<file path="src/rtl/pair_triple_stream_detector.sv">
// Streaming popcount qualifier: counts set bits per sample, tracks a saturating run of
// qualifying samples and returns detect/count/run through a one-entry output buffer.
module pair_triple_stream_detector #(
    parameter int NBITS  = 3,
    parameter int THRESH = 2,
    parameter int MODE   = 0,
    parameter int HOLD   = 1,
    localparam int CW    = $clog2(NBITS + 1)
) (
    input  logic             clk,
    input  logic             rst_n,
    input  logic             clear,
    input  logic             in_val,
    output logic             in_rdy,
    input  logic [NBITS-1:0] in_data,
    output logic             out_val,
    input  logic             out_rdy,
    output logic             out_detect,
    output logic [CW-1:0]    out_count,
    output logic [7:0]       out_run
);

    localparam logic [CW-1:0] THRESH_C = CW'(THRESH);
    localparam logic [7:0]    HOLD_C   = 8'(HOLD);

    logic          out_val_q, out_val_d;
    logic          out_detect_q, out_detect_d;
    logic [CW-1:0] out_count_q, out_count_d;
    logic [7:0]    out_run_q, out_run_d;
    logic [7:0]    run_q, run_d;

    logic          accept;
    logic [CW-1:0] pop;
    logic          qual;
    logic [7:0]    run_next;
    logic          detect;

    // Ready allows the buffer to drain and refill on the same edge.
    assign in_rdy = rst_n && !clear && (!out_val_q || out_rdy);
    assign accept = in_val && in_rdy;

    always_comb begin
        pop = '0;
        for (int i = 0; i < NBITS; i++) begin
            pop = pop + {{(CW-1){1'b0}}, in_data[i]};
        end
    end

    always_comb begin
        if (MODE == 0) begin
            qual = (pop >= THRESH_C);
        end else begin
            qual = (pop == THRESH_C);
        end
        // Run length saturates at 255 so long streams keep detecting.
        if (!qual) begin
            run_next = 8'd0;
        end else if (run_q == 8'hFF) begin
            run_next = 8'hFF;
        end else begin
            run_next = run_q + 8'd1;
        end
        detect = qual && (run_next >= HOLD_C);
    end

    always_comb begin
        out_val_d    = out_val_q;
        out_detect_d = out_detect_q;
        out_count_d  = out_count_q;
        out_run_d    = out_run_q;
        run_d        = run_q;
        if (clear) begin
            out_val_d    = 1'b0;
            out_detect_d = 1'b0;
            out_count_d  = '0;
            out_run_d    = 8'd0;
            run_d        = 8'd0;
        end else if (accept) begin
            out_val_d    = 1'b1;
            out_detect_d = detect;
            out_count_d  = pop;
            out_run_d    = run_next;
            run_d        = run_next;
        end else if (out_val_q && out_rdy) begin
            out_val_d    = 1'b0;
        end
    end

    always_ff @(posedge clk or negedge rst_n) begin
        if (!rst_n) begin
            out_val_q    <= 1'b0;
            out_detect_q <= 1'b0;
            out_count_q  <= '0;
            out_run_q    <= 8'd0;
            run_q        <= 8'd0;
        end else begin
            out_val_q    <= out_val_d;
            out_detect_q <= out_detect_d;
            out_count_q  <= out_count_d;
            out_run_q    <= out_run_d;
            run_q        <= run_d;
        end
    end

    assign out_val    = out_val_q;
    assign out_detect = out_detect_q;
    assign out_count  = out_count_q;
    assign out_run    = out_run_q;

endmodule

</file>
<file path="config.mk">
export PLATFORM = sky130hd
export DESIGN_NAME = pair_triple_stream_detector
export DESIGN_NICKNAME = d
export VERILOG_FILES = /design/src/rtl/pair_triple_stream_detector.sv
export SDC_FILE = /design/constraint.sdc
export NUM_CORES = 1
export LEC_CHECK = 0
export CORE_AREA = 8 8 51 53
export CTS_BUF_LIST = sky130_fd_sc_hd__clkbuf_8
export DETAILED_ROUTE_END_ITERATION = 12
export DIE_AREA = 0 0 59 61
export PLACE_DENSITY = 0.7
export SLEW_MARGIN = 20
export SYNTH_ARGS = -nofsm -noshare
export SYNTH_HDL_FRONTEND = slang
export SYNTH_SLANG_ARGS = --single-unit
export TNS_END_PERCENT = 10
</file>
<file path="constraint.sdc">
create_clock -name clk -period 1.5 [get_ports clk]
set_clock_uncertainty 0.1 [all_clocks]
set_input_delay 0.15 -clock clk [delete_from_list [all_inputs] [get_ports clk]]
set_output_delay 0.15 -clock clk [all_outputs]
set_load 0.02 [all_outputs]
</file>
After elaboration in Yosys (flattened, before gate mapping). Cells that the tools add are included.

Add/subtract/negate cells: 3. Magnitude comparators: 2. Equal/unequal tests: 1. Muxes and demuxes: 11. Reductions and logical operators: 10.

Operators with widths (count): 8-bit two-way mux (4); 8-bit by 1-bit adder with 8-bit output, second input constant (1); 8-bit equality test, second input constant (1); 8-bit by 1-bit greater-or-equal comparator with 1-bit output, second input constant (1); 1-bit logical AND (5); 1-bit two-way mux (5); 2-bit two-way mux (2); 3-bit nonzero test (1); 1-bit by 1-bit adder with 2-bit output (1); 2-bit by 1-bit adder with 2-bit output (1); 2-bit greater-or-equal comparator, second input constant (1); 1-bit zero test (2); 2-bit nonzero test (1); 1-bit logical OR (1).

Register bits after elaboration: 12. Input bits: 8.

Logic depth before layout (Yosys ltp).
Word-level depth: 8. Gate-level depth with buffers: 6. Mapped depth without buffers: 5.

Worst setup path before layout. Ideal clock, no wire load.

Kind: register -> register. From: register run_q[0]. To: register run_q[2]. Setup time: 0.121 ns. Arrival: 1.527 ns. Data required time: 1.279 ns. Setup slack: -0.248 ns. Stages on the path, launching flop included: 7. Path buffers: 1. Period minus slack after synthesis: 1.748 ns. Cells stage by stage: dfrtp_1 > ha_1 > and2_1 > clkbuf_2 > nand4_1 > o21ai_0 > a22o_1.

Longest elaborated chain between the ends: 5.

Ends and longest elaborated chain: start: declaration (RTL line 30) `logic [7:0] run_q, run_d;`; start signal: assignment (RTL line 101) `run_q <= run_d;`; 8-bit by 1-bit adder with 8-bit output or 8-bit equality test (tied branches) (RTL line 61, 58); 8-bit two-way mux * (RTL line 58) `end else if (run_q == 8'hFF) begin`; 8-bit two-way mux * (RTL line 56) `if (!qual) begin`; 8-bit two-way mux * (RTL line 78) `end else if (accept) begin`; 8-bit two-way mux * (RTL line 72) `if (clear) begin`.

Mark *: on every way between the ends. The rest lies on a longest branch, timed or not. The select of a mux whose other input is x is not followed. A chain may end at the register's enable or synchronous reset.

Final worst setup path.
From: input port in_data[0]. To: register run_q[0].

Longest elaborated chain between the ends: 6.

Ends and longest elaborated chain: start: declaration (RTL line 15) `input logic [NBITS-1:0] in_data,`; 1-bit by 1-bit adder with 2-bit output (RTL line 45) `pop = pop + {{(CW-1){1'b0}}, in_data[i]};`; 2-bit by 1-bit adder with 2-bit output (RTL line 45); 2-bit greater-or-equal comparator (RTL line 51) `qual = (pop >= THRESH_C);`; 8-bit two-way mux (RTL line 56); 8-bit two-way mux (RTL line 78); 8-bit two-way mux (RTL line 72).

Every way passes these cells. The select of a mux whose other input is x is not followed.

==> results_dict.tcl <==
set metrics [dict create \
    placed_area_um2 1124 \
    finalHoldViolations 0 \
    wl_per_cell_um 14.01 \
    synth.distinct_cells 33 \
    worstPathArrival_ps 1630 \
    numCtsBuffers 3 \
    drive_gt1_share_pct 30.83 \
    post_synth.cell_area_avg_um2 9.149 \
    seq_area_frac_synth_pct 41.03 \
    fillCellCount 163 \
    path_max_fanout 5 \
    crit_chain "clkdlybuf4s50_1, fa_1, nand3_2, or3_4, buf_4, a21oi_1, a21o_1" \
    rsz0062_at_grt "true" \
    tritoncts "built" \
    grt_max_degree 11 \
    synth_top_area_share_pct 41.03 \
    run_status "finished with violations" \
    io_pins 21 \
    failed_checks "setup timing" \
    worst_slew_pin_slew_ps 379.8 \
    crit_slowest_cell "clkdlybuf4s50_1" \
    netlist_area_um2 732.0 \
    critical-path-max-stage-delay_ps 480 \
    grt_usage_pct 12.88 \
    synth_top_area_cell "dfrtp_1" \
    antenna_found_initial 0 \
    ys.flop_type "dfrtp_1" \
    fin_area_um2 1172 \
    grt_pass1_wl_mm 3.539 \
    drv_slew 0 \
    h-tree-depth 1 \
    fmax_ghz 0.6455 \
    synthTopCellsByArea "dfrtp_1 (41%), a21oi_1 (4.1%), o21ai_0 (4.1%), nand2_1 (3.6%), a22o_1 (3.6%)" \
    core_um2 1842 \
    yosysWarnings 0 \
    hpwl_mm 1.640 \
    ys_async_sr_fraction_pct 100.0 \
    worstPathBufferInverterCount 2 \
    max_cap_viol_count 0 \
    worstReg2RegStart "run_q[1]" \
    area_growth_pct 60.17 \
    ys_seq_elements 12 \
    wl_mm 2.059 \
    setup-violations-final 7 \
    vias_per_cell 5.456 \
    crit_path_start_kind "input pin" \
    ctsRootBufferMaster "clkbuf_8" \
    leakagePower_nw 0.5424 \
    clk_pin_slew_ps 50 \
    finalSetupTns_ps -182.5 \
    power_density_nw_per_um2 656.1 \
    clk_latency_ps 240 \
    vdd_drop_max_uv 546.6 \
    diodes 0 \
    die_h_um 61 \
    place.gp.congestion 0.8313 \
    clock_path_buffers 2 \
    cts.sinks 12 \
    antenna_left 0 \
    fp-row-count 16 \
    port_buffers 20 \
    die_w_um 59 \
    path_class "input pin to flop" \
    drtPass1Iterations 4 \
    dr.first_iter.drc_count 14 \
    slew_headroom_pct 74.60 \
    initial_utilization_pct 39.74 \
    post-route-period-util_pct 103.3 \
    grt_pass1_vias 786 \
    period_minus_slack_ps 1549 \
    endpoint_kind "flop" \
    syn_inst 80 \
    layout.cells.non_filler 147 \
    synth_edf_count 0 \
    post_cts_buffers 0 \
    nNetsFinal 131 \
    synth_most_common_cell "dfrtp_1" \
    grt.overflow.total 0 \
    die_area_um2 3599 \
    hold_class "input pin to asynchronous set/reset pin" \
    vias 802 \
    setup_ws_ps -49.23 \
    worstPathRequired_ps 1580 \
    dp.cells 143 \
    path_delay_family "buffers and inverters" \
    cp-startpoint "in_data[0]" \
    synth_commonest_cells "dfrtp_1 (12), nand2_1 (7), a21oi_1 (6), o21ai_0 (6), nand3_1 (5)" \
    drcViolationCount 0 \
    mappedNetlistNets 90 \
]
==> per-layer routing <==
layer	track usage, %	wire length (um)
met1	14.02	892
met2	21.03	983
met3	4.449	146
met4	8.191	36
met5	0	0
==> path summary, 6_finish.rpt <==
check / endpoint / slack [ps] / cells after the start
worst max-delay path: run_q[0] / -50 / 7
worst min-delay path: out_count[0] / 200 / 2
worst max register to register: run_q[2] / -30 / 5
worst min register to register: out_count[1] / 380 / 2
max in group asynchronous: run_q[3] / 930 / 2
min in group clk: out_count[1] / 380 / 2
==> cell usage in the layout, fill, tap and decap left out, types with 2 or more instances in the layout <==
| cell type | count |
|---|---|
| a21o_1 | 2 |
| o22ai_1 | 2 |
| a31oi_1 | 2 |
| o21ai_1 | 2 |
| clkbuf_8 | 3 |
| or3_1 | 2 |
| nand3_1 | 5 |
| dfrtp_1 | 8 |
| clkdlybuf4s50_1 | 11 |
| inv_1 | 4 |
| nor3b_1 | 2 |
| o21ai_0 | 4 |
| nand4_1 | 3 |
| a22o_1 | 3 |
| o21a_1 | 2 |
| dfrtp_2 | 4 |
| dlygate4sd2_1 | 8 |
| nand2_1 | 7 |
| a21oi_1 | 6 |
| buf_4 | 20 |
==> registers in the layout, indices dropped and copies added (netlist names) <==
register,cells
out_detect,1
out_val,1
run_q,8
out_count,2
==> repair_timing <==
| action | in CTS | in global routing |
|---|---|---|
| endpoints found under the hold margin | 0 | 0 |
| hold buffers | 0 | 0 |
| resized for setup | 18 | 1 |
| cloned | 0 | 0 |
| endpoints found under the setup margin | 19 | 9 |
| pin swaps | 4 | 2 |
==> worst register-to-register path: stages (launching register included) <==
cell and delay, ps:
dfrtp_2 450, ha_4 180, and2_4 150, nand4_1 200
o21ai_1 110, a22o_1 220
==> area by class of cell <==
class                      count  area [um^2]  share of cell area (%)
clock buffer                   3        41.29                   3.522
clock inverter                 1        3.754                  0.3202
inverter                       3        11.26                  0.9605
multi-input combinational     61        441.7                   37.67
sequential                    12        305.3                   26.04
tap                           27        33.78                   2.882
timing repair buffer          40        335.3                   28.60
==> cells by family after synthesis <==
kind of cell / synth area share, %
flip-flops: 41.03
AND/OR/NAND/NOR: 22.74
adder cells (fa/ha/maj): 4.444
AO/OA/AOI/OAI: 27.52
buffers and inverters: 4.272
==> where the power goes <==
group / total, W / internal [W] / switching (W)
registers: 0.000338 / 0.000332 / 0.00000585
clock network: 0.000300 / 0.000180 / 0.000120
logic: 0.000131 / 0.0000680 / 0.0000631
==> per-stage QoR <==
step                      hold slack, ps  setup WS [ps]  utilization (%)  total power, W
after floorplan                   -245.6         -83.97                -       0.0003914
after CTS                          213.5         -54.57            63.59       0.0007847
final                              202.3         -49.23            63.65       0.0007692
after global placement             363.1         -323.6            61.01       0.0004724
after global routing               247.9         -142.3            63.65       0.0008052
after detailed placement           367.1         -349.1            61.01       0.0004751
No activity file was read; power rests on OpenSTA's default activity.
